<file path="src/rtl/mem_arb_pkg.sv">
// Shared types for the CPU/SDRAM arbiter: FSM states, port ids, opcodes and bus widths.
// Optional round-robin arbitration is enabled by defining MEM_ARB_RR_EN.
package mem_arb_pkg;

   localparam int ADDR_W = 26;
   localparam int DATA_W = 128;

   typedef enum logic [1:0] {
      ST_IDLE    = 2'd0,
      ST_ISSUE   = 2'd1,
      ST_WAIT_RD = 2'd2
   } state_t;

   typedef enum logic {
      PORT_I = 1'b0,
      PORT_D = 1'b1
   } port_t;

   typedef enum logic {
      OP_RD = 1'b0,
      OP_WR = 1'b1
   } op_t;

endpackage

</file>
<file path="src/rtl/mem_arbiter_if.sv">
// Bundles the CPU instruction/data ports and the Avalon-MM master signals of the arbiter.
// The master modport is the arbiter's view; the slave modport is the CPU + memory side.
interface mem_arbiter_if;
   import mem_arb_pkg::*;

   logic              i_read;
   logic [ADDR_W-1:0] i_addr;
   logic [DATA_W-1:0] i_rdata;
   logic              i_ready;

   logic              d_read;
   logic              d_write;
   logic [ADDR_W-1:0] d_addr;
   logic [DATA_W-1:0] d_wdata;
   logic [DATA_W-1:0] d_rdata;
   logic              d_ready;

   logic              avl_wait;
   logic              avl_readdatavalid;
   logic [DATA_W-1:0] avl_readdata;
   logic              avl_read;
   logic              avl_write;
   logic [ADDR_W-1:0] avl_address;
   logic [DATA_W-1:0] avl_writedata;

   modport master (
      input  i_read, i_addr, d_read, d_write, d_addr, d_wdata,
      input  avl_wait, avl_readdatavalid, avl_readdata,
      output i_rdata, i_ready, d_rdata, d_ready,
      output avl_read, avl_write, avl_address, avl_writedata
   );

   modport slave (
      output i_read, i_addr, d_read, d_write, d_addr, d_wdata,
      output avl_wait, avl_readdatavalid, avl_readdata,
      input  i_rdata, i_ready, d_rdata, d_ready,
      input  avl_read, avl_write, avl_address, avl_writedata
   );

endinterface

</file>
<file path="src/rtl/mem_arb_grant.sv">
// Two-way grant selection between the instruction and data ports.
// MEM_ARB_RR_EN selects round-robin; otherwise D has fixed priority over I.
module mem_arb_grant
   import mem_arb_pkg::*;
(
   input  logic [1:0] req_i,
   input  port_t      last_i,
   input  logic       en_i,
   output logic [1:0] gnt_o
);

`ifdef MEM_ARB_RR_EN
   // On a tie, the port that lost the previous grant wins this one
   always_comb begin
      gnt_o = 2'b00;
      if (en_i) begin
         if (req_i[PORT_I] && req_i[PORT_D]) begin
            if (last_i == PORT_D) gnt_o[PORT_I] = 1'b1;
            else                  gnt_o[PORT_D] = 1'b1;
         end else begin
            gnt_o = req_i;
         end
      end
   end
`else
   logic unusedLast;
   assign unusedLast = last_i;

   // The data port always wins a tie; instruction fetch waits for it
   always_comb begin
      gnt_o = 2'b00;
      if (en_i) begin
         if (req_i[PORT_D])      gnt_o[PORT_D] = 1'b1;
         else if (req_i[PORT_I]) gnt_o[PORT_I] = 1'b1;
      end
   end
`endif

endmodule

</file>
<file path="src/rtl/mem_arbiter.sv">
// Shares one Avalon-MM SDRAM master between CPU instruction and data ports, one transaction at a time.
// Arbitration policy is round-robin when MEM_ARB_RR_EN is defined, D-over-I fixed priority otherwise.
module mem_arbiter
   import mem_arb_pkg::*;
(
   input logic           iCLK,
   input logic           iRST,
   mem_arbiter_if.master bus
);

   state_t            state_q, state_d;
   port_t             port_q, port_d;
   port_t             last_q, last_d;
   op_t               op_q, op_d;
   logic              avlRead_q, avlRead_d;
   logic              avlWrite_q, avlWrite_d;
   logic [ADDR_W-1:0] avlAddr_q, avlAddr_d;
   logic [DATA_W-1:0] avlWdata_q, avlWdata_d;
   logic [DATA_W-1:0] iRdata_q, iRdata_d;
   logic [DATA_W-1:0] dRdata_q, dRdata_d;
   logic              iReady_q, iReady_d;
   logic              dReady_q, dReady_d;

   logic [1:0]        req;
   logic [1:0]        gnt;

   // A port whose done pulse is high this cycle is still holding its old request, so mask it
   assign req[PORT_I] = bus.i_read & ~iReady_q;
   assign req[PORT_D] = (bus.d_read | bus.d_write) & ~dReady_q;

   mem_arb_grant uGrant (
      .req_i  (req),
      .last_i (last_q),
      .en_i   (state_q == ST_IDLE),
      .gnt_o  (gnt)
   );

   always_ff @(posedge iCLK or posedge iRST) begin
      if (iRST) state_q <= ST_IDLE;
      else      state_q <= state_d;
   end

   always_comb begin
      state_d = state_q;
      case (state_q)
         ST_IDLE:    if (|gnt) state_d = ST_ISSUE;
         ST_ISSUE:   if (!bus.avl_wait) state_d = (op_q == OP_WR) ? ST_IDLE : ST_WAIT_RD;
         ST_WAIT_RD: if (bus.avl_readdatavalid) state_d = ST_IDLE;
         default:    state_d = ST_IDLE;
      endcase
   end

   // A simultaneous read and write on D is treated as a write
   always_comb begin
      port_d     = port_q;
      last_d     = last_q;
      op_d       = op_q;
      avlRead_d  = avlRead_q;
      avlWrite_d = avlWrite_q;
      avlAddr_d  = avlAddr_q;
      avlWdata_d = avlWdata_q;
      iRdata_d   = iRdata_q;
      dRdata_d   = dRdata_q;
      iReady_d   = 1'b0;
      dReady_d   = 1'b0;
      case (state_q)
         ST_IDLE: begin
            if (gnt[PORT_D]) begin
               port_d     = PORT_D;
               last_d     = PORT_D;
               op_d       = bus.d_write ? OP_WR : OP_RD;
               avlAddr_d  = bus.d_addr;
               avlWdata_d = bus.d_wdata;
               avlRead_d  = ~bus.d_write;
               avlWrite_d = bus.d_write;
            end else if (gnt[PORT_I]) begin
               port_d     = PORT_I;
               last_d     = PORT_I;
               op_d       = OP_RD;
               avlAddr_d  = bus.i_addr;
               avlRead_d  = 1'b1;
               avlWrite_d = 1'b0;
            end
         end
         ST_ISSUE: begin
            if (!bus.avl_wait) begin
               avlRead_d  = 1'b0;
               avlWrite_d = 1'b0;
               if (op_q == OP_WR) dReady_d = 1'b1;
            end
         end
         ST_WAIT_RD: begin
            if (bus.avl_readdatavalid) begin
               if (port_q == PORT_D) begin
                  dRdata_d = bus.avl_readdata;
                  dReady_d = 1'b1;
               end else begin
                  iRdata_d = bus.avl_readdata;
                  iReady_d = 1'b1;
               end
            end
         end
         default: ;
      endcase
   end

   always_ff @(posedge iCLK or posedge iRST) begin
      if (iRST) begin
         port_q     <= PORT_I;
         last_q     <= PORT_D;
         op_q       <= OP_RD;
         avlRead_q  <= 1'b0;
         avlWrite_q <= 1'b0;
         avlAddr_q  <= '0;
         avlWdata_q <= '0;
         iRdata_q   <= '0;
         dRdata_q   <= '0;
         iReady_q   <= 1'b0;
         dReady_q   <= 1'b0;
      end else begin
         port_q     <= port_d;
         last_q     <= last_d;
         op_q       <= op_d;
         avlRead_q  <= avlRead_d;
         avlWrite_q <= avlWrite_d;
         avlAddr_q  <= avlAddr_d;
         avlWdata_q <= avlWdata_d;
         iRdata_q   <= iRdata_d;
         dRdata_q   <= dRdata_d;
         iReady_q   <= iReady_d;
         dReady_q   <= dReady_d;
      end
   end

   assign bus.avl_read      = avlRead_q;
   assign bus.avl_write     = avlWrite_q;
   assign bus.avl_address   = avlAddr_q;
   assign bus.avl_writedata = avlWdata_q;
   assign bus.i_rdata       = iRdata_q;
   assign bus.i_ready       = iReady_q;
   assign bus.d_rdata       = dRdata_q;
   assign bus.d_ready       = dReady_q;

endmodule
</file>
<file path="src/flat_wrapper.sv">
// flat-port wrapper written by rule: the top's interface ports become plain ports
module mem_arbiter_flat import mem_arb_pkg::*;
  (iCLK, iRST, bus_i_read, bus_i_addr, bus_d_read, bus_d_write, bus_d_addr, bus_d_wdata, bus_avl_wait, bus_avl_readdatavalid, bus_avl_readdata, bus_i_rdata, bus_i_ready, bus_d_rdata, bus_d_ready, bus_avl_read, bus_avl_write, bus_avl_address, bus_avl_writedata);
  mem_arbiter_if bus_i ();
  input logic iCLK;
  input logic iRST;
  input wire logic [$bits(bus_i.i_read)-1:0] bus_i_read;
  input wire logic [$bits(bus_i.i_addr)-1:0] bus_i_addr;
  input wire logic [$bits(bus_i.d_read)-1:0] bus_d_read;
  input wire logic [$bits(bus_i.d_write)-1:0] bus_d_write;
  input wire logic [$bits(bus_i.d_addr)-1:0] bus_d_addr;
  input wire logic [$bits(bus_i.d_wdata)-1:0] bus_d_wdata;
  input wire logic [$bits(bus_i.avl_wait)-1:0] bus_avl_wait;
  input wire logic [$bits(bus_i.avl_readdatavalid)-1:0] bus_avl_readdatavalid;
  input wire logic [$bits(bus_i.avl_readdata)-1:0] bus_avl_readdata;
  output wire logic [$bits(bus_i.i_rdata)-1:0] bus_i_rdata;
  output wire logic [$bits(bus_i.i_ready)-1:0] bus_i_ready;
  output wire logic [$bits(bus_i.d_rdata)-1:0] bus_d_rdata;
  output wire logic [$bits(bus_i.d_ready)-1:0] bus_d_ready;
  output wire logic [$bits(bus_i.avl_read)-1:0] bus_avl_read;
  output wire logic [$bits(bus_i.avl_write)-1:0] bus_avl_write;
  output wire logic [$bits(bus_i.avl_address)-1:0] bus_avl_address;
  output wire logic [$bits(bus_i.avl_writedata)-1:0] bus_avl_writedata;
  assign bus_i.i_read = bus_i_read;
  assign bus_i.i_addr = bus_i_addr;
  assign bus_i.d_read = bus_d_read;
  assign bus_i.d_write = bus_d_write;
  assign bus_i.d_addr = bus_d_addr;
  assign bus_i.d_wdata = bus_d_wdata;
  assign bus_i.avl_wait = bus_avl_wait;
  assign bus_i.avl_readdatavalid = bus_avl_readdatavalid;
  assign bus_i.avl_readdata = bus_avl_readdata;
  assign bus_i_rdata = bus_i.i_rdata;
  assign bus_i_ready = bus_i.i_ready;
  assign bus_d_rdata = bus_i.d_rdata;
  assign bus_d_ready = bus_i.d_ready;
  assign bus_avl_read = bus_i.avl_read;
  assign bus_avl_write = bus_i.avl_write;
  assign bus_avl_address = bus_i.avl_address;
  assign bus_avl_writedata = bus_i.avl_writedata;
  mem_arbiter u_core (.iCLK(iCLK), .iRST(iRST), .bus(bus_i));
endmodule
</file>
<file path="config.mk">
export PLATFORM = sky130hd
export DESIGN_NAME = mem_arbiter_flat
export DESIGN_NICKNAME = d
export VERILOG_FILES = /design/src/rtl/mem_arb_pkg.sv /design/src/rtl/mem_arbiter_if.sv /design/src/rtl/mem_arb_grant.sv /design/src/rtl/mem_arbiter.sv /design/src/flat_wrapper.sv
export SDC_FILE = /design/constraint.sdc
export NUM_CORES = 1
export LEC_CHECK = 0
export BUFFER_PORTS_ARGS = -buffer_cell sky130_fd_sc_hd__buf_4
export CORE_AREA = 2 2 280 282
export DETAILED_ROUTE_END_ITERATION = 16
export DIE_AREA = 0 0 282 284
export GPL_ROUTABILITY_DRIVEN = 0
export MAX_ROUTING_LAYER = met4
export PLACE_DENSITY = 0.52
export SYNTH_ARGS = -nofsm -noshare
export SYNTH_HDL_FRONTEND = slang
export SYNTH_SLANG_ARGS = --single-unit
</file>
<file path="constraint.sdc">
create_clock -name iCLK -period 39.9 [get_ports iCLK]
set_input_delay 3.99 -clock iCLK [delete_from_list [all_inputs] [get_ports iCLK]]
set_output_delay 3.99 -clock iCLK [all_outputs]
set_load 0.01 [all_outputs]
</file>
# Word-level counts from Yosys, hierarchy flattened
# Cells that the tools add are included.
# totals
register_bits,418
inputBits,315
word_cells,63
# classes
eq_ne,6
mux,29
bitwise_logic,7
reduce_logical,10
# ops
operator,count
26-bit two-way mux,2
1-bit two-way mux,18
3-bit AND reduction,4
2-bit two-way mux,5
1-bit one-hot mux with 2 select lines,3
2-bit one-hot mux with 3 select lines,1
2-bit != test (second input constant),2
1-bit NOT,4
2-bit AND reduction,2
2-bit nonzero test,2
3-bit by 1-bit != test with 1-bit output (second input constant),1
1-bit AND,2
2-bit by 1-bit equality test with 1-bit output (second input constant),1
2-bit equality test (second input constant),1
2-bit logical NOT,1
2-bit by 1-bit != test with 1-bit output (second input constant),1
2-bit OR reduction,1
1-bit bitwise OR,1

# Logic depth before layout (Yosys ltp)
# Gate-level depths: netlist of run 1.
# depth
depth_word,8
mapped_depth,9
ltp_nobuf,7

# Hierarchy
# A second synthesis of run 1 with hierarchy kept.
# unflattened
cells_unflattened,974
hier_area_um2,16176.8
# modules_own_cells
module,n_inst,cells_per_inst,area_per_inst_um2
mem_arbiter,1,972,16160.5
mem_arb_grant,1,2,16.3

# Worst setup path after synthesis of run 1
# No wires, ideal clock.
# synth_timing
kind,input -> register
start,in bus_d_read
end,reg u_core.avlWdata_q[100] (netlist: u_core.bus.avl_writedata[100])
arrival_ns,4.908
slack_ns,34.864
path_stages,5
path_buffers,2
cell_sequence,nor2_1 > nor3b_4 > buf_8 > buf_8 > mux2_1
# synth_between
elab_chain_len,5
# synth_lines
item,line_no,rtl
start: declaration,flat_wrapper.sv:9,input wire logic [$bits(bus_i.d_read)-1:0] bus_d_read;
1-bit bitwise OR,mem_arbiter.sv:29,assign req[PORT_D] = (bus.d_read | bus.d_write) & ~dReady_q;
1-bit AND,mem_arbiter.sv:29,
1-bit two-way mux,mem_arb_grant.sv:33,if (req_i[PORT_D]) gnt_o[PORT_D] = 1'b1;
2-bit two-way mux,mem_arb_grant.sv:32,if (en_i) begin
2-bit AND reduction (no source line),-,
end signal: assignment,mem_arbiter.sv:127,avlWdata_q <= avlWdata_d;
end: declaration,mem_arbiter.sv:18,"logic [DATA_W-1:0] avlWdata_q, avlWdata_d;"
# Every way passes these cells.
# A chain may end at the register's enable or synchronous reset.

==> results by group, run 1 <==
Floorplan
  • Ports: 729
  • Core Rows: roughly 100
  • Die area: 80090 sq um
  • Die Ht: 284 um
  • Core box area: 76960 sq um
  • Chip Width: 282 um
  • Initial Util: 20.67%

Yosys
  • Syn Std Cell Area: around 16000 sq um
  • Yosys Warn Count: 0
  • Syn_area_per_cell: 12.77 sq um
  • Number of synthesized flops with an enable pin: 0
  • Seq/Total Area, Yosys: about two thirds
  • Async S/R FF share, synth: 100.0%
  • Synthesized net count: 1564
  • Yosys cell types: 32
  • #FFs+latches synth: about 420
  • Top_reg_cell synth: dfrtp_1
  • Post-synthesis instance total: 1246

Clock tree
  • Htree depth: 2
  • Cts bufs inserted: 49
  • Worst-Skew Late Latency: 0.58 ns
  • Post_cts resized: 0
  • CTS tree: yes
  • Post-CTS repair timing setup buffer count: 0
  • CTS sink cnt: roughly 420
  • Post-cts hold buffer count: 0
  • Worst-path clk slew: 0.06 ns
  • Root buffer cell: clkbuf_16
  • CTS max path bufs: 3

STA
  • Slew margin rel.: 32.85%
  • RSZ-0062 raised after global routing: false
  • Clock skew: 0.02615 ns
  • Setup_tns: 0 ns
  • Post-route minimum period: 6.100 ns
  • Worst setup margin: 33.80 ns
  • Slew @ Worst Pin: 1.007 ns
  • Final hold slack: roughly 0.47 ns
  • Final period util: 15.29%
  • Final setup fails: 0
  • Slew Viols, Final: 0
  • Fin. Hold Viols: 0
  • Peak Freq: 163.9 MHz

Layout
  • Nets@finish: 2284
  • Most common cell after layout, fill and taps aside: buf_4
  • Share of layout cells above drive strength 1: between 40% and 50%
  • Most frequent cells in the layout: 735 x buf_4, 418 x dfrtp_1, 417 x nand2_1
  • Area growth syn-to-layout: 50.30%
  • Antenna cells: 0

Detailed routing
  • DR DRC count: 0
  • Total routed wirelength: 53.22 mm
  • Drt wl/cell: roughly 17 um
  • Via count: 11920
  • Iter 0 DRT Violations: 533
  • Avg Vias per Cell: 3.915
  • Detail Route Antenna Nets: 0
  • TritonRoute pass-1 iters: 4

Power and ir drop
  • Peak supply drop: ~0.052 mV
  • Power per cell area: roughly 84 nW/um^2
  • Leak: 11.93 nW

Critical path
  • Worst Path Max Fanout: 119
  • Worst EP required: 40.43 ns
  • Buf+Inv Stages, Crit Path: 4
  • CP startpoint: iRST
  • R2r startpoint: u_core.state_q[0]$_DFFE_PP0P_
  • Worst reg-to-reg setup slack: 36.73 ns
  • Setup crit end: u_core.bus.d_rdata[119]$_DFFE_PP0P_
  • Most used cell, CP: buf_4
  • WS Path Type: primary input to asynchronous set/reset pin
  • RR Endpoint: u_core.bus.i_rdata[32]$_DFFE_PP0P_
  • Cells along the critical path: buf_4 > inv_8 > buf_4 > buf_4
  • Crit path capture type: asynchronous set/reset pin
  • Slowest-stage cell, CP: buf_4
  • R2R depth: 8
  • Critical Path AT: ~6.6 ns
  • Worst path depth: 4
  • Largest stage delay, worst path: just under 0.9 ns
  • Startpoint Class: primary input
  • CP top delay family: buffers and inverters

Place
  • Post-DP HPWL: about 40 mm
  • Port-buffer cells: 728
  • Post-Place Worst Slack: 33.06 ns

GRT
  • Antenna violations before repair: 1
  • Grt total ovfl: 0
  • First-pass GRT wire length: 78.76 mm
  • Vias in the first global route: 12790
  • All-Layer GR Usage: 13.09%
  • Pin count of the biggest net entering global routing: 151

Hold path
  • Tightest Hold Check Type: flip-flop to flip-flop

Flow run
  • Max_cap viols: 0

Outcome
  • Status: finished, final reports clean
-- metal layers --
metal	up-vias	wire, um	part of all wire, %	GRT usage (%)
li1	5572	-	-	-
met1	5828	20190	38	14.29
met2	441	27670	52	23.14
met3	76	4126	7.8	3.581
met4	0	1243	2.3	3.617
met5	-	0	0	-
-- worst min-delay path by stage --
stage                                        from                                  to  slack, ns  cells past startpoint
2_1_floorplan             u_core.op_q$_DFFE_PP0P_             u_core.op_q$_DFFE_PP0P_       0.46                      2
3_5_place_dp   u_core.bus.i_rdata[68]$_DFFE_PP0P_  u_core.bus.i_rdata[68]$_DFFE_PP0P_       0.46                      2
5_1_grt        u_core.bus.i_rdata[71]$_DFFE_PP0P_  u_core.bus.i_rdata[71]$_DFFE_PP0P_       0.49                      2
3_3_place_gp   u_core.bus.i_rdata[36]$_DFFE_PP0P_  u_core.bus.i_rdata[36]$_DFFE_PP0P_       0.46                      2
6_report       u_core.bus.i_rdata[94]$_DFFE_PP0P_  u_core.bus.i_rdata[94]$_DFFE_PP0P_       0.47                      2
4_1_cts         u_core.bus.i_rdata[9]$_DFFE_PP0P_   u_core.bus.i_rdata[9]$_DFFE_PP0P_       0.48                      2
-- sequential cells by signal (all words and copies together) (netlist names) --
signal and cells:
u_core.bus.avl_writedata 128, u_core.bus.d_rdata 128, u_core.bus.i_rdata 128, u_core.bus.avl_address 26, u_core.state_q 2, u_core.bus.avl_read 1, u_core.bus.avl_write 1, u_core.bus.d_ready 1
u_core.bus.i_ready 1, u_core.op_q 1, u_core.port_q 1
-- cells in the mapped netlist, types with 3 or more instances --
cell type	number	area [sq um]
o22ai_1	26	162.7
buf_4	4	30.03
clkbuf_1	10	37.54
mux2_1	120	1351
dfrtp_1	418	10460
inv_1	5	18.77
buf_8	11	165.2
mux2_2	136	1531
nand2_1	417	1565
o21ai_0	4	20.02
ha_1	3	37.54
o21ai_1	26	130.1
nand3_1	4	20.02
buf_6	4	45.04
buf_2	37	185.2
-- metrics by stage --
step                utilization (%)  area (sq um)  instances  power [mW]
global route                  31.07         23910       3044       2.128
detailed placement            29.02         22330       2955       1.586
finish                        31.07         23910       3044       2.001
global placement              29.02         22330       2955       1.570
floorplan                         -         15910       1246       1.124
CTS                           31.07         23910       3044       2.039
-- worst register-to-register path, cell delays in order (launching register included) --
cell and delay (ns):
dfrtp_1 0.38, inv_1 0.10, ha_1 0.26, nand2_1 0.07
or2_4 0.49, inv_4 0.71, buf_4 0.79, nand2_1 0.24
nand2_1 0.09
-- kinds of logic (layout without fill, tap and decap cells) --
kind of cell	Yosys count	after routing	synth area share, %
flops	418	418	65.75
simple gates	432	432	10.47
fa+ha+maj	3	3	0.2360
mux	257	257	18.18
compound gates	63	63	2.281
buf+inv	73	831	3.083
-- area by class of cell --
class | count | area, sq um
clock buffers | 76 | 1470
clock inverters | 13 | 112.6
fillers | 7874 | 53040
inverters | 5 | 28.78
multi-input cells | 755 | 4981
flip-flops and latches | 418 | 10460
well taps | 1040 | 1301
repair buffers | 737 | 5558
-- power breakdown --
| part | switching (mW) | internal (mW) |
|---|---|---|
| sequential | 0.118 | 0.635 |
| combinational | 0.387 | 0.423 |
| clock | 0.178 | 0.260 |
Power figures use the tool's default switching activity.
==> run 2: changes to the inputs <==
- ABC_AREA: not set -> 1
- CORE_AREA: 2 2 280 282 -> 2 2 288 290
- DIE_AREA: 0 0 282 284 -> 0 0 290 292
- clock period: 39.9 -> 5.4 ns (I/O delays scaled with it)
==> run 2 against run 1 <==
Compared with the run above: global-route usage up 0.11 points; utilization down 1.4 points; sequential share of layout area down 0.50 points; synthesized area up 1.1%; worst setup slack worse by 32 ns; non-clock buffer count up 4; clock power rose to 7.6 times the previous value; clock skew down 0.013 ns; critical endpoint is now u_core.bus.avl_address[7]$_DFFE_PP0P_.
==> results by group, run 2 <==
Detailed routing
  • Avg Vias per Cell: 3.843 (was 3.915)
  • Iter 0 DRT Violations: 687 (was 533)
  • Via count: 13710 (was 11920)
  • TritonRoute pass-1 iters: 5 (was 4)
  • Detail Route Antenna Nets: 0 (unchanged)
  • Drt wl/cell: 15.72 um (was 17.48 um)
  • DR DRC count: 0 (unchanged)
  • Total routed wirelength: 56.06 mm (was 53.22 mm)

Layout
  • Final core occ: 29.65% (was 31.07%)
  • Share of layout cells above drive strength 1: 32.97% (was 47.70%)
  • Area growth syn-to-layout: 50.39% (was 50.30%)
  • Nets@finish: 2783 (was 2284)
  • Most frequent cells in the layout: 756 x nand2_1, 735 x buf_4, 418 x dfrtp_1 (was 735 x buf_4, 418 x dfrtp_1, 417 x nand2_1)
  • Most common cell after layout, fill and taps aside: nand2_1 (was buf_4)
  • Fillers: 8730 (was 7874)

STA
  • Final hold slack: 0.1565 ns (was 0.4714 ns)
  • Slew @ Worst Pin: 1.088 ns (was 1.007 ns)
  • Post-route minimum period: ~3.4 ns
  • Fin. Hold Viols: 0 (unchanged)
  • RSZ-0062 raised after global routing: false (unchanged)
  • Slew margin rel.: 27.50% (was 32.85%)
  • Clock skew: 0.01326 ns (was 0.02615 ns)
  • Final period util: a little over three fifths
  • Peak Freq: 296.0 MHz
  • Slew Viols, Final: 0 (unchanged)
  • Final setup fails: 0 (unchanged)

Yosys
  • Top-area cell type share of the netlist area: 65.04% (was 65.75%)
  • Synth cell count leaders: 756 x nand2_1, 418 x dfrtp_1, 192 x inv_1, 158 x o21ai_0, 105 x o21ai_1 (was 418 x dfrtp_1, 417 x nand2_1, 136 x mux2_2, 120 x mux2_1, 37 x buf_2)
  • Syn_area_per_cell: 9.107 sq um (was 12.77 sq um)
  • Count leader, synth: nand2_1 (was dfrtp_1)
  • #FFs+latches synth: 418 (unchanged)
  • Area contributors post-synth: dfrtp_1 65%, nand2_1 18%, o21ai_0 4.9% (was dfrtp_1 66%, nand2_1 9.8%, mux2_2 9.6%)
  • Syn Std Cell Area: 16080 sq um (was 15910 sq um)
  • Yosys Warn Count: 0 (unchanged)
  • Async S/R FF share, synth: 100.0% (unchanged)
  • Number of synthesized flops with an enable pin: 0 (unchanged)
  • Top_reg_cell synth: dfrtp_1 (unchanged)
  • Seq/Total Area, Yosys: 65.04% (was 65.75%)
  • Synth area leader: dfrtp_1 (unchanged)
  • Post-synthesis instance total: 1766 (was 1246)
  • Synthesized net count: 2084 (was 1564)
  • Yosys cell types: 19 (was 32)

Clock tree
  • Worst-path clk slew: 0.06 ns (about the same)
  • Htree depth: 2 (unchanged)
  • Cts bufs inserted: 50 (was 49)
  • CTS max path bufs: 3 (unchanged)
  • Worst-Skew Late Latency: 0.58 ns (about the same)
  • Root buffer cell: clkbuf_16 (unchanged)
  • Post_cts resized: 0 (unchanged)
  • CTS sink cnt: 418 (unchanged)
  • CTS tree: yes (unchanged)

Critical path
  • Setup crit end: u_core.bus.avl_address[7]$_DFFE_PP0P_ (was u_core.bus.d_rdata[119]$_DFFE_PP0P_)
  • Worst reg-to-reg setup slack: 2.02 ns (was 36.73 ns)
  • Worst EP required: 5.86 ns (was 40.43 ns)
  • Startpoint Class: flip-flop (was primary input)
  • R2R depth: 8 (unchanged)
  • R2r startpoint: u_core.state_q[0]$_DFFE_PP0P_ (unchanged)
  • WS Path Type: flip-flop to flip-flop (was primary input to asynchronous set/reset pin)
  • Crit path capture type: flip-flop (was asynchronous set/reset pin)
  • Critical Path AT: 3.84 ns (was 6.63 ns)
  • Worst Path Max Fanout: 83 (was 119)
  • RR Endpoint: u_core.bus.avl_address[7]$_DFFE_PP0P_ (was u_core.bus.i_rdata[32]$_DFFE_PP0P_)
  • CP startpoint: u_core.state_q[0]$_DFFE_PP0P_ (was iRST)

Outcome
  • Status: finished, final reports clean (unchanged)

Place
  • Post-DP HPWL: 40.36 mm (was 39.43 mm)
  • Port-buffer cells: 728 (unchanged)

GRT
  • Antenna violations before repair: 3 (was 1)
  • Pin count of the biggest net entering global routing: 168 (was 151)
  • First-pass GRT wire length: 84.80 mm (was 78.76 mm)
  • All-Layer GR Usage: 13.19% (was 13.09%)
  • Vias in the first global route: 13880 (was 12790)
  • Grt total ovfl: 0 (unchanged)

Hold path
  • Hold Path Origin: bus_d_wdata[7] (was u_core.bus.i_rdata[94]$_DFFE_PP0P_)
  • Tightest Hold Check Type: primary input to flip-flop (was flip-flop to flip-flop)

Floorplan
  • Die Ht: 292 um (was 284 um)
  • Ports: 729 (unchanged)
  • Core Rows: 105 (was 102)
  • Core box area: 81580 sq um (was 76960 sq um)
  • Chip Width: 290 um (was 282 um)
  • Die area: 84680 sq um (was 80090 sq um)
  • Initial Util: 19.71% (was 20.67%)

Power and ir drop
  • Peak supply drop: 0.2377 mV (was 0.05234 mV)
  • Leak: 13.26 nW (was 11.93 nW)
  • Power per cell area: 608.4 nW/um^2 (was 83.68 nW/um^2)

Flow run
  • Max_cap viols: 0 (unchanged)
run 2: cell types whose count changed after synthesis, moves of 27 or more:
cell     previous run  this run
mux2_1            120         0
o21ai_1            26       105
nand2_1           417       756
mux2_2            136         0
buf_2              37        64
inv_1               5       192
o21ai_0             4       158
run 2: critical path: stages (launching register included):
cell and delay (ns):
dfrtp_1 0.39, inv_1 0.09, ha_1 0.28, nand3_4 0.70
inv_4 1.02, buf_12 0.38, nand2_1 0.10, nand3_1 0.09
nand2_1 0.05
run 2: report_power, final:
part	leakage [nW]	switching, mW	internal, mW
Clock	0.792	1.35	1.99
Combinational	7.23	3.17	2.72
Sequential	5.24	0.862	4.62
Total	13.3	5.38	9.33
run 2: worst min path at each step:
stage	to	slack, ns	cells past startpoint
final	u_core.bus.avl_writedata[7]$_DFFE_PP0P_	0.16	3
after floorplan	u_core.state_q[1]$_DFFE_PP0P_	0.48	2
after global routing	u_core.bus.avl_writedata[7]$_DFFE_PP0P_	0.11	3
after global placement	u_core.bus.avl_writedata[0]$_DFFE_PP0P_	0.46	2
after CTS	u_core.bus.avl_writedata[53]$_DFFE_PP0P_	0.1	3
after detailed placement	u_core.bus.avl_writedata[104]$_DFFE_PP0P_	0.47	2
run 2: kinds of logic after synthesis:
group                    synth area share [%]
buffers and inverters                   7.710
AND/OR/NAND/NOR                         18.67
adder cells (fa/ha/maj)                0.2334
AO/OA/AOI/OAI                           8.348
flip-flops                              65.04
run 2: cell type report:
type / count / area, sq um / area share (%)
multi-input combinational: 1058 / 4415 / 18.26
clock inverter: 13 / 152.6 / 0.6311
clock buffer: 70 / 1448 / 5.985
sequential: 418 / 10460 / 43.25
tap: 1070 / 1339 / 5.535
timing repair buffer: 741 / 5628 / 23.27
antenna: 1 / 2.502 / 0.01035
inverter: 196 / 742.0 / 3.068
run 2: repair_timing:
action,in CTS,in global routing
hold buffers,1,0
setup endpoints to repair,0,0
endpoints found under the hold margin,5,0
buffers inserted,0,0
run 2: stage by stage:
step	std cells	setup WS [ns]	total power [mW]	instance area, sq um	setup TNS, ns
6_report	3567	2.022	14.71	24190	0
5_1_grt	3567	1.713	15.78	24190	0
4_1_cts	3566	2.009	15.00	24180	0
3_5_place_dp	3482	2.033	11.53	22570	0
3_3_place_gp	3482	1.988	11.48	22570	0
2_1_floorplan	1766	-0.7775	8.135	16090	-325.01
run 2: layer usage:
layer,up-vias,global-route usage (%),wire [um]
met5,-,-,0
met4,0,4.383,1672
met3,98,3.973,4037
met2,467,22.20,27760
met1,6340,14.96,22590
li1,6803,-,-
==> run 3: changes to the inputs <==
- CORE_AREA: 2 2 288 290 -> 2 2 281 283
- DIE_AREA: 0 0 290 292 -> 0 0 283 285
- clock period: 5.4 -> 3.4 ns (I/O delays scaled with it)
==> run 3 against run 2 <==
Compared with the run above: utilization rose by 4.4 points; worst setup slack worse by 0.98 ns; hold slack got worse by 0.11 ns; combinational power increased by 64%; register-to-register slack got worse by 0.98 ns; die area fell by 4.8%; wire length increased by 2.9%; largest power group unchanged; highest routed layer unchanged.
==> results by group, run 3 (synthesis results as in run 2) <==
Critical path
  • Worst EP required: 3.85 ns (was 5.86 ns)
  • Worst Path Max Fanout: 92 (was 83)
  • Crit path capture type: flip-flop (unchanged)
  • Critical Path AT: 2.81 ns (was 3.84 ns)
  • Cells along the critical path: inv_1 > ha_1 > nand3_4 > buf_12 > nand2_1 > o21ai_0 (was inv_1 > ha_1 > nand3_4 > inv_4 > buf_12 > nand2_1 > nand3_1 > nand2_1)
  • CP top delay family: simple AND/OR/NAND/NOR gates (was buffers and inverters)
  • Slowest-stage cell, CP: nand3_4 (was inv_4)
  • Startpoint Class: flip-flop (unchanged)
  • Largest stage delay, worst path: 0.67 ns (was 1.02 ns)
  • R2R depth: 6 (was 8)
  • Worst path depth: 6 (was 8)
  • WS Path Type: flip-flop to flip-flop (unchanged)
  • Buf+Inv Stages, Crit Path: 2 (was 3)

Floorplan
  • Die area: 80660 sq um (was 84680 sq um)
  • Ports: 729 (unchanged)
  • Core Rows: 103 (was 105)
  • Initial Util: 20.63% (was 19.71%)
  • Core box area: 77970 sq um (was 81580 sq um)
  • Die Ht: 285 um (was 292 um)
  • Chip Width: 283 um (was 290 um)

STA
  • Slew @ Worst Pin: 0.8751 ns (was 1.088 ns)
  • RSZ-0062 raised after global routing: false (unchanged)
  • Final hold slack: 0.04294 ns (was 0.1565 ns)
  • Post-route minimum period: 2.356 ns (was 3.378 ns)
  • Final period util: 69.29% (was 62.55%)
  • Fin. Hold Viols: 0 (unchanged)
  • Clock skew: 0.02204 ns (was 0.01326 ns)
  • Slew margin rel.: 41.66% (was 27.50%)
  • Slew Viols, Final: 0 (unchanged)
  • Peak Freq: 424.5 MHz (was 296.0 MHz)
  • Final setup fails: 0 (unchanged)

GRT
  • Antenna violations before repair: 1 (was 3)
  • Grt total ovfl: 0 (unchanged)
  • Vias in the first global route: 15090 (was 13880)
  • First-pass GRT wire length: 88.64 mm (was 84.80 mm)
  • All-Layer GR Usage: 14.30% (was 13.19%)
  • Pin count of the biggest net entering global routing: 109 (was 168)

Detailed routing
  • Iter 0 DRT Violations: 634 (was 687)
  • Detail Route Antenna Nets: 0 (unchanged)
  • Avg Vias per Cell: 3.887 (was 3.843)
  • DR DRC count: 0 (unchanged)
  • Via count: 14680 (was 13710)
  • TritonRoute pass-1 iters: 5 (unchanged)
  • Total routed wirelength: 57.66 mm (was 56.06 mm)
  • Drt wl/cell: 15.27 um (was 15.72 um)

Power and ir drop
  • Total Power: 23.86 mW (was 14.71 mW)
  • Net Sw Frac: 36.28% (was 36.60%)
  • Clock power frac: 23.2% (was 22.8%)
  • P_int: 15.20 mW (was 9.330 mW)
  • Peak supply drop: 0.4005 mV (was 0.2377 mV)
  • Switch Pwr: 8.656 mW (was 5.385 mW)
  • Power per cell area: 897.6 nW/um^2 (was 608.4 nW/um^2)
  • Leak: 14.30 nW (was 13.26 nW)
  • Flop pwr share: 36.4% (was 37.2%)
  • Combinational share of power: 40.4% (was 40.0%)

Clock tree
  • Worst-path clk slew: 0.07 ns (was 0.06 ns)
  • Worst-Skew Late Latency: 0.59 ns (was 0.58 ns)
  • CTS tree: yes (unchanged)
  • Post-CTS repair timing setup buffer count: 0 (unchanged)
  • CTS max path bufs: 3 (unchanged)
  • CTS sink cnt: 418 (unchanged)
  • Htree depth: 2 (unchanged)
  • Cts bufs inserted: 50 (unchanged)
  • Root buffer cell: clkbuf_16 (unchanged)

Layout
  • Area growth syn-to-layout: 65.29% (was 50.39%)
  • Antenna cells: 0 (was 1)
  • Nets@finish: 3006 (was 2783)
  • Fillers: 7974 (was 8730)
  • Final instance area: 26580 sq um (was 24190 sq um)
  • Final core occ: 34.10% (was 29.65%)
  • Most frequent cells in the layout: 756 x nand2_1, 742 x buf_4, 418 x dfrtp_1 (was 756 x nand2_1, 735 x buf_4, 418 x dfrtp_1)
  • Share of layout cells above drive strength 1: 31.14% (was 32.97%)
  • Non-Filler Instances: 3776 (was 3567)
  • Most common cell after layout, fill and taps aside: nand2_1 (unchanged)

Place
  • DP Area: 22760 sq um (was 22570 sq um)
  • Post-DP HPWL: 40.97 mm (was 40.36 mm)
  • Inst Count DP: 3477 (was 3482)
  • Port-buffer cells: 728 (unchanged)

Hold path
  • Hold path depth: 3 (unchanged)
  • Tightest Hold Check Type: primary input to flip-flop (unchanged)

Outcome
  • Status: finished, final reports clean (unchanged)

Flow run
  • Max_cap viols: 0 (unchanged)
run 3: cell types whose count changed in the layout (fill, tap and decap cells not counted), sizes merged:
| cell | previous run | this run |
|---|---|---|
| dlygate4sd3 | 1 | 209 |
| bufinv | 3 | 2 |
| clkinv | 7 | 8 |
| diode | 1 | 0 |
| clkbuf | 70 | 77 |
| clkinvlp | 2 | 3 |
| buf | 740 | 755 |
| inv | 197 | 196 |
run 3: worst reg2reg max path, cell delays in order, from the launching register on:
cell and delay (ns):
dfrtp_1 0.39, inv_1 0.09, ha_1 0.29, nand3_4 0.67, buf_12 0.55, nand2_1 0.16, o21ai_0 0.09
run 3: per-stage QoR:
step                worst slack (ns)  setup TNS, ns
finish                         1.044              0
global route                  0.8063              0
CTS                           0.9673              0
detailed placement             1.004              0
global placement               1.045              0
floorplan                     -2.578       -1077.41
run 3: final timing paths:
path                                                            endpoint                                startpoint  slack (ns)
min in group asynchronous            u_core.bus.i_rdata[123]$_DFFE_PP0P_                                      iRST        0.42
worst max register to register       u_core.bus.d_rdata[111]$_DFFE_PP0P_             u_core.state_q[0]$_DFFE_PP0P_        1.04
max in group asynchronous       u_core.bus.avl_writedata[49]$_DFFE_PP0P_                                      iRST        2.03
worst min-delay path                  u_core.bus.i_rdata[88]$_DFFE_PP0P_                      bus_avl_readdata[88]        0.04
worst max-delay path                 u_core.bus.d_rdata[111]$_DFFE_PP0P_             u_core.state_q[0]$_DFFE_PP0P_        1.04
worst min register to register  u_core.bus.avl_writedata[16]$_DFFE_PP0P_  u_core.bus.avl_writedata[16]$_DFFE_PP0P_        0.48
run 3: routing by layer:
metal / GRT usage (%) / vias to the layer above / part of all wire [%]
met4: 4.801 / 0 / 3.2
met2: 23.76 / 510 / 49
met3: 4.200 / 94 / 7.7
met5: - / - / 0
li1: - / 7258 / -
met1: 16.50 / 6814 / 41
run 3: final cells by class:
class                   instances  area [sq um]  area share [%]
clock buffers                  77          1584           5.959
flip-flops and latches        418         10460           39.35
multi-input cells            1058          4415           16.61
clock inverters                13         146.4          0.5507
repair buffers                964          7923           29.80
inverters                     196         742.0           2.791
well taps                    1050          1314           4.942
run 3: power groups by stage:
stage          logic, mW  clock network (mW)  registers, mW
3_3_place_gp        9.55                   0           8.69
5_1_grt             10.7                5.92           8.98
3_5_place_dp        9.63                   0           8.69
6_report            9.65                5.53           8.68
2_1_floorplan       3.25                   0           9.67
4_1_cts             9.82                5.74           8.68
run 3: timing repair:
item | 4_1_cts | 5_1_grt
hold buffers | 209 | 0
gates resized for setup | 0 | 0
endpoints found under the hold margin | 265 | 0
